===== config.mk =====
export PLATFORM = sky130hd
export DESIGN_NAME = pipe_stage_reg_flat
export DESIGN_NICKNAME = d
export VERILOG_FILES = /design/src/rtl/pipe_stage_reg_if.sv /design/src/rtl/pipe_stage_reg.sv /design/src/flat_wrapper.sv
export SDC_FILE = /design/constraint.sdc
export NUM_CORES = 1
export LEC_CHECK = 0
export ABC_AREA = 1
export CAP_MARGIN = 20
export CORE_ASPECT_RATIO = 0.5
export CORE_MARGIN = 1.5
export CORE_UTILIZATION = 43
export DETAILED_ROUTE_END_ITERATION = 8
export MAX_ROUTING_LAYER = met4
export PLACE_DENSITY = 0.86
export SETUP_SLACK_MARGIN = 0.1
export SYNTH_ARGS = -nofsm -noshare
export SYNTH_HDL_FRONTEND = slang
export SYNTH_SLANG_ARGS = --single-unit

===== constraint.sdc =====
create_clock -name clk -period 4.3 [get_ports clk]
set_input_delay 1.29 -clock clk [delete_from_list [all_inputs] [get_ports clk]]
set_output_delay 1.29 -clock clk [all_outputs]
set_load 0.005 [all_outputs]

===== src/rtl/pipe_stage_reg_if.sv =====
// pipe_stage_reg_if: upstream/downstream valid-ready bus of one pipeline stage register
interface pipe_stage_reg_if #(
  parameter int CTRL_W = 16,
  parameter int DATA_W = 96
);
  logic in_valid;
  logic in_ready;
  logic [CTRL_W-1:0] in_ctrl;
  logic [DATA_W-1:0] in_data;
  logic out_valid;
  logic out_ready;
  logic [CTRL_W-1:0] out_ctrl;
  logic [DATA_W-1:0] out_data;
  modport master (
    output in_valid, in_ctrl, in_data, out_ready,
    input  in_ready, out_valid, out_ctrl, out_data
  );
  modport slave (
    input  in_valid, in_ctrl, in_data, out_ready,
    output in_ready, out_valid, out_ctrl, out_data
  );
endinterface


===== src/rtl/pipe_stage_reg.sv =====
// pipe_stage_reg: valid/ready inter-stage register with stall, flush and saturating flush counter
// Defining PIPE_STAGE_SKID_EN adds a one-entry skid buffer so in_ready no longer depends on out_ready.
module pipe_stage_reg #(
  parameter int CTRL_W = 16,
  parameter int DATA_W = 96,
  parameter int CNT_W = 16
) (
  input  logic clk,
  input  logic rst,
  input  logic stall,
  input  logic flush,
  output logic [CNT_W-1:0] flush_cnt,
  pipe_stage_reg_if.slave p
);
`ifdef PIPE_STAGE_SKID_EN
  typedef enum logic [1:0] {EMPTY, FULL, SKID} state_t;
  logic [CTRL_W-1:0] skidCtrl;
  logic [DATA_W-1:0] skidData;
`else
  typedef enum logic {EMPTY, FULL} state_t;
`endif
  state_t state, nextState;
  logic [CTRL_W-1:0] outCtrl;
  logic [DATA_W-1:0] outData;
  logic space, accept, drain;
  logic [1:0] held;
  logic [CNT_W:0] cntSum;
  assign drain = (state != EMPTY) && p.out_ready;
`ifdef PIPE_STAGE_SKID_EN
  assign space = state != SKID;
  assign held = 2'(state != EMPTY && !drain) + 2'(state == SKID);
`else
  assign space = (state == EMPTY) || p.out_ready;
  assign held = {1'b0, state != EMPTY && !drain};
`endif
  assign p.in_ready = rst && !flush && !stall && space;
  assign accept = p.in_valid && p.in_ready;
  assign cntSum = {1'b0, flush_cnt} + (CNT_W+1)'(held);
  assign p.out_valid = state != EMPTY;
  assign p.out_ctrl = outCtrl;
  assign p.out_data = outData;
  always_ff @(posedge clk)
    if (!rst) state <= EMPTY;
    else state <= nextState;
  always_comb begin
    nextState = state;
    if (flush) nextState = EMPTY;
    else if (state == EMPTY) nextState = accept ? FULL : EMPTY;
`ifdef PIPE_STAGE_SKID_EN
    else if (state == FULL) nextState = (accept && !drain) ? SKID : (drain && !accept) ? EMPTY : FULL;
    else nextState = drain ? FULL : SKID;
`else
    else nextState = (drain && !accept) ? EMPTY : FULL;
`endif
  end
  // the output slot reloads whenever it is empty or its entry leaves this cycle
  always_ff @(posedge clk) begin
    if (!rst || flush) begin
      outCtrl <= '0;
      outData <= '0;
    end else if (state == EMPTY || drain) begin
`ifdef PIPE_STAGE_SKID_EN
      if (state == SKID) begin
        outCtrl <= skidCtrl;
        outData <= skidData;
      end else
`endif
      if (accept) begin
        outCtrl <= p.in_ctrl;
        outData <= p.in_data;
      end else outCtrl <= '0;
    end
`ifdef PIPE_STAGE_SKID_EN
    if (accept && state == FULL && !drain) begin
      skidCtrl <= p.in_ctrl;
      skidData <= p.in_data;
    end
`endif
    if (!rst) flush_cnt <= '0;
    else if (flush) flush_cnt <= cntSum[CNT_W] ? '1 : cntSum[CNT_W-1:0];
  end
endmodule

===== src/flat_wrapper.sv =====
// flat-port wrapper written by rule: the top's interface ports become plain ports
module pipe_stage_reg_flat 
#(
  parameter int CTRL_W = 16,
  parameter int DATA_W = 96,
  parameter int CNT_W = 16
)
  (clk, rst, stall, flush, flush_cnt, p_in_valid, p_in_ctrl, p_in_data, p_out_ready, p_in_ready, p_out_valid, p_out_ctrl, p_out_data);
  pipe_stage_reg_if #(.CTRL_W(CTRL_W), .DATA_W(DATA_W)) p_i ();
  input  logic clk;
  input  logic rst;
  input  logic stall;
  input  logic flush;
  output logic [CNT_W-1:0] flush_cnt;
  input wire logic [$bits(p_i.in_valid)-1:0] p_in_valid;
  input wire logic [$bits(p_i.in_ctrl)-1:0] p_in_ctrl;
  input wire logic [$bits(p_i.in_data)-1:0] p_in_data;
  input wire logic [$bits(p_i.out_ready)-1:0] p_out_ready;
  output wire logic [$bits(p_i.in_ready)-1:0] p_in_ready;
  output wire logic [$bits(p_i.out_valid)-1:0] p_out_valid;
  output wire logic [$bits(p_i.out_ctrl)-1:0] p_out_ctrl;
  output wire logic [$bits(p_i.out_data)-1:0] p_out_data;
  assign p_i.in_valid = p_in_valid;
  assign p_i.in_ctrl = p_in_ctrl;
  assign p_i.in_data = p_in_data;
  assign p_i.out_ready = p_out_ready;
  assign p_in_ready = p_i.in_ready;
  assign p_out_valid = p_i.out_valid;
  assign p_out_ctrl = p_i.out_ctrl;
  assign p_out_data = p_i.out_data;
  pipe_stage_reg #(.CTRL_W(CTRL_W), .DATA_W(DATA_W), .CNT_W(CNT_W)) u_core (.clk(clk), .rst(rst), .stall(stall), .flush(flush), .flush_cnt(flush_cnt), .p(p_i));
endmodule

## Word level (Yosys, flattened, before mapping)

Index checks and enable logic that the tools add are counted.

- $add $sub $neg: 1
- Mux-type cells: 5
- Bitwise gates (word level): 2
- Reductions and logical operators: 17

Operators by type and width:

| kind | number |
|---|---|
| $mux W16 | 2 |
| $add A16 B1 Y17 | 1 |
| $logic_and A1 B1 Y1 | 7 |
| $logic_not A1 Y1 | 5 |
| $logic_or A1 B1 Y1 | 3 |
| $mux W1 | 3 |
| $not A1 Y1 | 2 |
| $reduce_and A2 Y1 | 1 |
| $reduce_or A2 Y1 | 1 |

- Bits in registers: 129
- Input bits: 118
- Output and inout port bits: 130
- Word-level logic and storage cells: 29

## Depth between registers and ports, before layout

Gate-level depths: netlist (run 1).

- Depth after elaboration: 9
- Gate-level depth with buffers: 13
- Mapped depth without buffers: 12

## Worst setup path after synthesis (run 1)

No wires, ideal clock.

- Path type: input-to-output
- From: in rst
- To: out p_in_ready
- Data arrival time: 1716 ps
- Data required time: 3010 ps
- Path slack: 1294 ps
- Stages on the path: 3
- Buffers on the path: 1
- Cells stage by stage: buf_4 -> nand2_4 -> nor3_4

- Longest elaborated chain between the ends: 3

Ends and longest elaborated chain:

| item | RTL line | source |
|---|---|---|
| from (decl) | flat_wrapper.sv:11 | `input logic rst;` |
| $logic_and A1 B1 Y1 (3 in a row) | pipe_stage_reg.sv:36 | `assign p.in_ready = rst && !flush && !stall && space;` |
| to (decl) | flat_wrapper.sv:19 | `output wire logic [$bits(p_i.in_ready)-1:0] p_in_ready;` |

Every way passes these cells.

## Worst setup path after layout (run 1)

- From: in flush
- To: out p_in_ready

- Longest elaborated chain between the ends: 4

Ends and longest elaborated chain:

| item | RTL line | source |
|---|---|---|
| from (decl) | flat_wrapper.sv:13 | `input logic flush;` |
| $logic_not A1 Y1 | pipe_stage_reg.sv:36 |  |
| $logic_and A1 B1 Y1 (3 in a row) | pipe_stage_reg.sv:36 |  |

Every way passes these cells.

==> key figures, run 1 <==
Clock tree
  – CTS sink cnt: 129
  – Setup Buffers After CTS: 0
  – Inserted Clock Buffers: 17
  – CTS tree: built
  – Clock-pin slew on the worst setup and hold paths: 0.05 ns
  – H-tree lvl count: 4
  – Hold-fix buffers, CTS: 0
  – CTS resizes: 0
  – Clock latency on the worst-skew pair: 0.41 ns
  – Max clock buf depth: 2
  – CTS Root Cell: clkbuf_16

Synth
  – Syn Inst Count: 620
  – #FFs+latches synth: 129
  – XOR/XNOR share of the synthesized area: 1.10%
  – Post-Syn Nets: 739
  – Synth Area in Compound Gates: 13.7%
  – Ranking of synthesized cells by area: dfxtp_1 54%, nor2_1 16%, o21ai_0 9.9%, nand2_1 5.6%, a21oi_1 2.7%
  – Largest area contributor in the netlist: dfxtp_1
  – Yosys top cell area share: 54.2%
  – Mean area per synthesized cell: 7.69 um^2
  – Adder-Cell Fraction of Synth Area: 0.262%
  – Largest family of logic cells by synthesized area: simple AND/OR/NAND/NOR gates
  – Sequential fraction of the synthesis area: 54.2%
  – Simple-Gate Fraction of Synth Area: 24.4%
  – Cell area after synthesis: 0.00477 mm^2
  – Yosys warning total: 0
  – Unique masters post-synth: 24
  – Mux contribution to synthesized area: 0%

Timing
  – Min cycle time layout: 4.07 ns
  – Fin Setup TNS: 0 ns
  – Max-slew headroom: 44.1%
  – RSZ-0062 raised after global routing: false
  – Count of final hold-check violations: 0
  – Slew @ Worst Pin: 0.839 ns
  – Slew Limit Fails: 0
  – FMAX: 0.245 GHz
  – Layout Skew: 0.00844 ns
  – Crit share post-route: 94.7%
  – Final setup vio count: 0
  – Final worst setup slack: 0.227 ns

Floorplanning
  – Initial core utilization: 45.5%
  – Num ports: 248
  – Cell Rows: 26
  – Core ar.: 0.0105 mm^2
  – Die ar.: 0.0118 mm^2
  – Die Wd: 152 um
  – Die Y: 77.5 um

Detailed routing
  – First-pass DRT Iterations: 4
  – DRC: 0
  – Vias: 4,981
  – Via density: 4.93
  – Drt wl/cell: 14.9 um
  – Antenna-violating nets left: 0
  – Iter 0 DRT Violations: 248
  – Final wirelength: 15,100 um

Place
  – Placed insts: 979
  – Placed Area: 0.00728 mm^2
  – Hpwl dp: 10,300 um
  – Placement Setup Slack: 0.233 ns
  – Final Wtd Congestion: 0.856
  – PortBufs: 247

Power
  – Gate power share: 7.3%
  – Part of the power in registers: 40.2%
  – Leakage dissipation: 2.84 nW
  – Net switching power: 0.607 mW
  – Switching share of power: 20.1%
  – Power Internal: 2.42 mW
  – Clock power frac: 52.5%
  – Power per Cell Area: 382 mW/mm^2
  – Max VDD drop: 0.291 mV

Worst setup path
  – Crit-path most repeated cell: clkdlybuf4s50_1
  – Crit Path Class: input pin to output pin
  – Setup crit start: flush
  – Slowest cell on the critical path: clkdlybuf4s50_1
  – R2R depth: 10
  – Reg-to-Reg End: u_core.flush_cnt[14]
  – Data arrival, critical path: 2.78 ns
  – Worst EP required: 3.01 ns
  – Startpoint class of the critical path: input pin
  – CP cell instances: clkdlybuf4s50_1 -> inv_2 -> nand2_4 -> nor3_4 -> clkdlybuf4s50_1
  – CP max stage delay: 0.54 ns
  – R2R setup slack: 2.01 ns
  – Critical R2R Launch: u_core.p.out_valid
  – CP max FO: 6
  – Worst Setup End Kind: output pin

Hold path
  – Hold endpoint: u_core.p.out_ctrl[6]
  – WHS Path Cells: 2
  – Hold Crit Class: flip-flop to flip-flop
  – Min-delay src: u_core.p.out_ctrl[6]

Run status
  – Status: finished, final reports clean

Final layout
  – Commonest cells after routing, fill and taps aside: 247 x clkdlybuf4s50_1, 207 x nor2_1, 129 x dfxtp_1
  – Final Instance Area: 0.00793 mm^2
  – Area grow syn2layout: 66.4%
  – Commonest non-fill, non-tap cell in the layout: clkdlybuf4s50_1
  – ANT cells: 0
  – Number of fillers in the final layout: 754
  – Non-Filler Instances: 1,011
  – Layout cells sized above 1: 5.40%
  – Layout net count: 977
  – Final core utilization: 75.7%

GRT
  – GR Util All Layers: 25.9%
  – GR Overflow Total: 0
  – Initial antenna violation count: 0
  – Vias in the first global route: 4,787
  – Largest net degree at the start of global routing: 96
  – First-pass GRT wire length: 23,700 um

Run
  – Max cap viols: 0
-- per-stage QoR --
stage                     total power, mW  hold slack, ns
after floorplan                      1.31           0.460
after global placement               1.46           0.452
after detailed placement             1.46           0.455
after CTS                            3.05           0.467
after global routing                 3.13           0.486
final                                3.03           0.465
-- sequential cells by signal, indices dropped and copies added, names as in the netlist --
register	count
u_core.p.out_valid	1
u_core.p.out_data	96
u_core.p.out_ctrl	16
u_core.flush_cnt	16
-- power groups by stage --
stage	clock [mW]	combinational [mW]	sequential, mW
2_1_floorplan	0	0.0705	1.24
3_3_place_gp	0	0.215	1.24
3_5_place_dp	0	0.220	1.24
4_1_cts	1.61	0.222	1.22
5_1_grt	1.67	0.241	1.22
6_report	1.59	0.222	1.22
-- final cells by class --
type	count	area (um^2)	area share (%)
tap	140	175	2.21
inverter	22	83.8	1.06
sequential	129	2580	32.6
clock inverter	10	180	2.27
multi-input combinational	432	1880	23.8
timing repair buffer	256	2550	32.2
clock buffer	22	474	5.98
-- worst max path at each step --
stage | cells past startpoint | to | slack (ns)
2_1_floorplan | 3 | p_in_ready | 1.29
3_3_place_gp | 5 | p_in_ready | 0.28
3_5_place_dp | 5 | p_in_ready | 0.23
4_1_cts | 5 | p_in_ready | 0.23
5_1_grt | 5 | p_in_ready | 0.17
6_report | 5 | p_in_ready | 0.23
-- critical path, delay by kind of cell --
kind	cells	cell delay [ns]
buffers and inverters	3	1.19
and+or+nand+nor	2	0.30
-- cells by family after synthesis --
family | count (synthesis)
XOR/XNOR | 6
buffers and inverters | 59
adder cells (fa/ha/maj) | 1
flip-flops | 129
AND/OR/NAND/NOR | 296
AO/OA/AOI/OAI | 129
-- Yosys cell counts --
master	instances
buf_2	5
dfxtp_1	129
xnor2_1	2
nor3_4	1
nand2_1	71
o21ai_1	5
nor2_2	1
nand4_1	5
nor2_1	207
buf_6	9
ha_1	1
nand3_1	8
xor2_1	4
clkbuf_1	21
clkbuf_2	1
nor3_1	1
o21ai_0	94
a21oi_1	26
a31oi_1	1
o21bai_1	3
inv_1	19
inv_2	3
buf_4	1
nand2_4	2
-- metal layers --
layer	global-route usage (%)	share of wire (%)
met2	45.7	50
met4	15.8	4.6
met3	5.47	4.1
met1	27.1	41
met5	-	0
(Power assumes the default switching activity.)
==> inputs of run 2 (changes only) <==
--- a/config.mk
+++ b/config.mk
@@ -7,13 +7,14 @@
 export LEC_CHECK = 0
 export ABC_AREA = 1
 export CAP_MARGIN = 20
-export CORE_ASPECT_RATIO = 0.5
+export CORE_ASPECT_RATIO = 0.7
 export CORE_MARGIN = 1.5
 export CORE_UTILIZATION = 43
 export DETAILED_ROUTE_END_ITERATION = 8
 export MAX_ROUTING_LAYER = met4
 export PLACE_DENSITY = 0.86
 export SETUP_SLACK_MARGIN = 0.1
+export SLEW_MARGIN = 40
 export SYNTH_ARGS = -nofsm -noshare
 export SYNTH_HDL_FRONTEND = slang
 export SYNTH_SLANG_ARGS = --single-unit
==> run 2 against run 1 <==
Against the previous run:
- sequential share of layout area grew 0.20 points
- setup slack improved by 0.063 ns
- register-to-register slack worse by 0.04 ns
- first-iteration DRC count increased by 37%
- final area is 0.62% lower
- sequential power about the same
- global-route usage is 0.17 points higher
- flip-flop and latch count did not move
- routed wire length down 1.2%
- worst hold slack better by 0.0050 ns
- highest routed layer unchanged
==> key figures, run 2 (same netlist as run 1, synthesis figures left out) <==
Clock tree
  – Clock-pin slew on the worst setup and hold paths: 0.05 ns (about the same)
  – CTS resizes: 0 (unchanged)
  – Hold-fix buffers, CTS: 0 (unchanged)
  – Setup Buffers After CTS: 0 (unchanged)
  – CTS sink cnt: 129 (unchanged)
  – CTS Root Cell: clkbuf_16
  – Clock latency on the worst-skew pair: 0.41 ns (about the same)
  – H-tree lvl count: 4 (unchanged)
  – Max clock buf depth: 2 (unchanged)
  – Inserted Clock Buffers: 17 (unchanged)
  – CTS tree: built

Power
  – Max VDD drop: 0.330 mV (+14%)
  – Power per Cell Area: 365 mW/mm^2 (-4.3%)
  – Leakage dissipation: 2.81 nW (-1.1%)

Place
  – Placed Area: 0.00729 mm^2 (+0.10%)
  – Placement Setup Slack: 0.303 ns (+0.0702 ns)
  – Final Wtd Congestion: 0.861 (+0.50%)
  – PortBufs: 247 (unchanged)
  – Hpwl dp: 10,600 um (+3.5%)

Floorplanning
  – Die Wd: 129 um (-15%)
  – Die Y: 91.1 um (+18%)
  – Die ar.: 0.0117 mm^2 (-0.24%)
  – Initial core utilization: 45.2% (-0.32 points)
  – Cell Rows: 31 (+19%)
  – Num ports: 248 (unchanged)
  – Core ar.: 0.0106 mm^2 (+0.72%)

Detailed routing
  – First-pass DRT Iterations: 4 (unchanged)
  – Vias: 4,987 (+0.12%)
  – Antenna-violating nets left: 0 (unchanged)
  – Iter 0 DRT Violations: 339 (+37%)
  – Drt wl/cell: 14.6 um (-1.8%)
  – DRC: 0 (unchanged)
  – Final wirelength: 14,900 um (-1.2%)
  – Via density: 4.90 (-0.47%)

Final layout
  – Area occupied by multi-input gates: 0.00188 mm^2 (unchanged)
  – Area grow syn2layout: 65.4%
  – Largest register FFs: 96 (unchanged)
  – Final Instance Area: 0.00788 mm^2 (-0.62%)
  – Layout cells sized above 1: 5.29% (-0.10 points)
  – ANT cells: 0 (unchanged)
  – Total area of sequential cells: 0.00258 mm^2 (unchanged)
  – Layout net count: 975 (-0.20%)
  – Commonest cells after routing, fill and taps aside: 247 x clkdlybuf4s50_1, 207 x nor2_1, 129 x dfxtp_1
  – Number of fillers in the final layout: 801 (+6.2%)
  – Commonest non-fill, non-tap cell in the layout: clkdlybuf4s50_1

Worst setup path
  – CP max FO: 3 (-3)
  – Data arrival, critical path: 2.72 ns (-0.06 ns)
  – Worst Setup End Kind: output pin
  – Crit Path Class: input pin to output pin
  – Startpoint class of the critical path: input pin
  – Worst EP required: 3.01 ns (about the same)

Timing
  – Count of final hold-check violations: 0 (unchanged)
  – Slew Limit Fails: 0 (unchanged)
  – Hold_ws: 0.470 ns (+0.00501 ns)
  – FMAX: 0.249 GHz (+1.6%)
  – Max-slew headroom: 58.3% (+14 points)
  – Layout Skew: 0.00753 ns (-0.000911 ns)
  – RSZ-0062 raised after global routing: false
  – Slew @ Worst Pin: 0.624 ns (-0.215 ns)
  – Fin Setup TNS: 0 ns (unchanged)
  – Crit share post-route: 93.3% (-1.5 points)
  – Final setup vio count: 0 (unchanged)
  – Final worst setup slack: 0.289 ns (+0.0628 ns)
  – Min cycle time layout: 4.01 ns (-0.0628 ns)

GRT
  – Largest net degree at the start of global routing: 97 (+1.0%)
  – First-pass GRT wire length: 23,300 um (-2.0%)
  – GR Util All Layers: 26.1% (+0.17 points)
  – GR Overflow Total: 0 (unchanged)
  – Initial antenna violation count: 0 (unchanged)
  – Vias in the first global route: 4,765 (-0.46%)

Hold path
  – Hold Crit Class: flip-flop to flip-flop

Run
  – Max cap viols: 0 (unchanged)

Run status
  – Status: finished, final reports clean
run 2: critical path: stages:
cell and delay (ns):
clkdlybuf4s50_1 0.47, inv_2 0.12, nand2_4 0.07, nor3_4 0.21, clkdlybuf4s50_1 0.55
run 2: cell type report:
type	instances	share of cell area, %
Inverter	22	1.06
Sequential cell	129	32.8
Tap cell	148	2.35
Multi-Input combinational cell	432	23.9
Clock inverter	14	2.09
Timing Repair Buffer	254	32.4
Clock buffer	18	5.44
run 2: path summary, 6_finish.rpt:
check / end / slack (ns) / depth (start not counted) / start
worst max-delay path: p_in_ready / 0.29 / 5 / flush
worst min-delay path: u_core.p.out_ctrl[4] / 0.47 / 2 / u_core.p.out_ctrl[4]
worst max register to register: u_core.flush_cnt[9] / 1.97 / 10 / u_core.p.out_valid
worst min register to register: u_core.p.out_ctrl[4] / 0.47 / 2 / u_core.p.out_ctrl[4]
run 2: where the power goes:
| part | switching [mW] | internal [mW] |
|---|---|---|
| clock network | 0.533 | 0.909 |
| logic | 0.0808 | 0.140 |
| registers | 0.00700 | 1.21 |
run 2: metal layers:
layer / up-vias / GRT usage [%] / routed length, um
met3: 38 / 7.48 / 1120
met2: 229 / 43.1 / 7230
met1: 2275 / 29.2 / 6010
met4: 0 / 12.1 / 507
met5: - / - / 0
li1: 2445 / - / -
run 2: through the flow:
step	std cells	power (mW)	utilization, %
2_1_floorplan	620	1.31	-
3_5_place_dp	985	1.46	69.1
5_1_grt	1017	2.98	74.7
6_report	1017	2.88	74.7
4_1_cts	1017	2.90	74.7
3_3_place_gp	985	1.46	69.1
==> inputs of run 3 (changes only) <==
--- a/config.mk
+++ b/config.mk
@@ -9,10 +9,11 @@
 export CAP_MARGIN = 20
 export CORE_ASPECT_RATIO = 0.7
 export CORE_MARGIN = 1.5
-export CORE_UTILIZATION = 43
+export CORE_UTILIZATION = 59
 export DETAILED_ROUTE_END_ITERATION = 8
+export DONT_BUFFER_PORTS = 1
 export MAX_ROUTING_LAYER = met4
-export PLACE_DENSITY = 0.86
+export PLACE_DENSITY = 0.75
 export SETUP_SLACK_MARGIN = 0.1
 export SLEW_MARGIN = 40
 export SYNTH_ARGS = -nofsm -noshare
==> run 3 against run 2 <==
Against the previous run:
- global-route usage is 0.47 points higher
- power is 1.0% higher
- combinational power is 65% lower
- core utilization is 6.0 points lower
- die area is 26% lower
==> key figures, run 3 (same netlist as run 1, synthesis figures left out) <==
Run status
  – Status: finished, final reports clean

Detailed routing
  – Antenna-violating nets left: 0 (unchanged)
  – Final wirelength: 11,400 um (-23%)
  – Via density: 5.48 (+12%)
  – DRC: 0 (unchanged)
  – Iter 0 DRT Violations: 250 (-26%)
  – Vias: 3,949 (-21%)
  – Drt wl/cell: 15.8 um (+8.4%)
  – First-pass DRT Iterations: 4 (unchanged)

Timing
  – Crit share post-route: 71.2% (-22 points)
  – Count of final hold-check violations: 0 (unchanged)
  – Max-slew headroom: 49.4% (-8.9 points)
  – Final setup vio count: 0 (unchanged)
  – Final worst setup slack: 1.24 ns (+0.948 ns)
  – Min cycle time layout: 3.06 ns (-0.948 ns)
  – FMAX: 0.326 GHz (+31%)
  – RSZ-0062 raised after global routing: false
  – Slew @ Worst Pin: 0.759 ns (+0.136 ns)
  – Slew Limit Fails: 0 (unchanged)
  – Fin Setup TNS: 0 ns (unchanged)
  – Layout Skew: 0.00485 ns (-0.00268 ns)

Final layout
  – Layout net count: 724 (-26%)
  – Number of fillers in the final layout: 660 (-18%)
  – Non-Filler Instances: 720 (-29%)
  – Area grow syn2layout: 13.0%
  – Largest register FFs: 96 (unchanged)
  – Layout cells sized above 1: 6.96% (+1.7 points)
  – Commonest cells after routing, fill and taps aside: 207 x nor2_1, 129 x dfxtp_1, 94 x o21ai_0
  – Final core utilization: 68.8% (-6.0 points)
  – Commonest non-fill, non-tap cell in the layout: nor2_1

Power
  – Leakage dissipation: 1.92 nW (-32%)
  – Power Internal: 2.33 mW (+3.4%)
  – Part of the power in registers: 42.0% (-0.2 points)
  – Pwr Total: 2.91 mW (+1.0%)
  – Gate power share: 2.6% (-5.1 points)
  – Max VDD drop: 0.405 mV (+23%)
  – Net switching power: 0.575 mW (-7.3%)
  – Power per Cell Area: 540 mW/mm^2 (+48%)
  – Clock power frac: 55.4% (+5.3 points)
  – Switching share of power: 19.8% (-1.8 points)

Worst setup path
  – Worst Setup End Kind: output pin
  – Worst EP required: 3.01 ns (about the same)
  – Crit Path Class: input pin to output pin
  – CP max FO: 19 (+16)
  – R2R depth: 9 (-1)
  – Data arrival, critical path: 1.77 ns (-0.95 ns)
  – Startpoint class of the critical path: input pin

Clock tree
  – Clock latency on the worst-skew pair: 0.40 ns (about the same)
  – H-tree lvl count: 4 (unchanged)
  – CTS sink cnt: 129 (unchanged)
  – Inserted Clock Buffers: 17 (unchanged)
  – CTS Root Cell: clkbuf_16
  – Setup Buffers After CTS: 0 (unchanged)
  – CTS resizes: 0 (unchanged)
  – Clock-pin slew on the worst setup and hold paths: 0.05 ns (about the same)
  – Max clock buf depth: 2 (unchanged)
  – CTS tree: built
  – Hold-fix buffers, CTS: 0 (unchanged)

GRT
  – Most Used Layer, Global Route: met2
  – Met1 Usage GRT: 29.4% (+0.18 points)
  – GR Util All Layers: 26.6% (+0.47 points)
  – Initial antenna violation count: 1 (+1)
  – First-pass GRT wire length: 17,500 um (-25%)
  – GR Overflow Total: 0 (unchanged)
  – Largest net degree at the start of global routing: 97 (unchanged)
  – GR Layer Usage met3: 8.80% (+1.3 points)
  – M2 GR Usage: 42.8% (-0.25 points)
  – Vias in the first global route: 3,605 (-24%)

Place
  – Placed insts: 687 (-30%)
  – Hpwl dp: 7750 um (-27%)
  – Placement Setup Slack: 1.13 ns (+0.824 ns)
  – Final Wtd Congestion: 0.891 (+3.5%)
  – PortBufs: 0 (-100%)

Floorplanning
  – Initial core utilization: 60.8% (+16 points)
  – Core ar.: 0.00784 mm^2 (-26%)
  – Die Wd: 110 um (-14%)
  – Num ports: 248 (unchanged)
  – Cell Rows: 27 (-13%)
  – Die ar.: 0.00864 mm^2 (-26%)
  – Die Y: 78.2 um (-14%)

Hold path
  – Hold Crit Class: flip-flop to flip-flop
  – WHS Path Cells: 2 (unchanged)

Run
  – Max cap viols: 0 (unchanged)
==> run 3: changes by cell type in the layout (fill, tap and decap cells not counted), sizes merged <==
cell	change
clkdlybuf4s50	-247
buf	-4
clkinv	-4
bufinv	+3
clkinvlp	+1
diode	+1
==> run 3: through the flow <==
stage / hold slack, ns / area (um^2)
floorplan: 0.460 / 4770
global placement: 0.475 / 4710
detailed placement: 0.481 / 4710
CTS: 0.489 / 5390
global route: 0.504 / 5390
finish: 0.492 / 5390
==> run 3: final timing paths <==
path                                      startpoint                    to  slack [ns]
worst max-delay path                     p_out_ready            p_in_ready        1.24
worst min-delay path            u_core.flush_cnt[15]  u_core.flush_cnt[15]        0.49
worst max register to register    u_core.p.out_valid  u_core.flush_cnt[10]        2.02
worst min register to register  u_core.flush_cnt[15]  u_core.flush_cnt[15]        0.49
==> run 3: final cells by class <==
class / count / area (um^2) / share of cell area, %
flip-flops and latches: 129 / 2580 / 47.9
multi-input cells: 432 / 1880 / 35.0
clock buffers: 18 / 439 / 8.15
clock inverters: 14 / 235 / 4.36
well taps: 101 / 126 / 2.35
inverters: 22 / 83.8 / 1.56
repair buffers: 3 / 35.0 / 0.650
diodes: 1 / 2.50 / 0.0464
==> run 3: power groups by stage <==
stage / Sequential, mW / Combinational, mW / Clock (mW)
after global routing: 1.22 / 0.0891 / 1.69
after global placement: 1.25 / 0.0728 / 0
after detailed placement: 1.25 / 0.0764 / 0
after floorplan: 1.24 / 0.0705 / 0
final: 1.22 / 0.0766 / 1.61
after CTS: 1.22 / 0.0765 / 1.63
==> run 3: worst max-delay path: stages <==
cell and delay [ns]:
inv_1 0.02, nand2_1 0.08, inv_2 0.15, nor3_4 0.23
==> run 3: per-layer routing <==
metal  up-vias  wire [um]
met5         -          0
met1      1804       4500
met4         0        290
met3        22        938
li1       1949          -
met2       174       5670
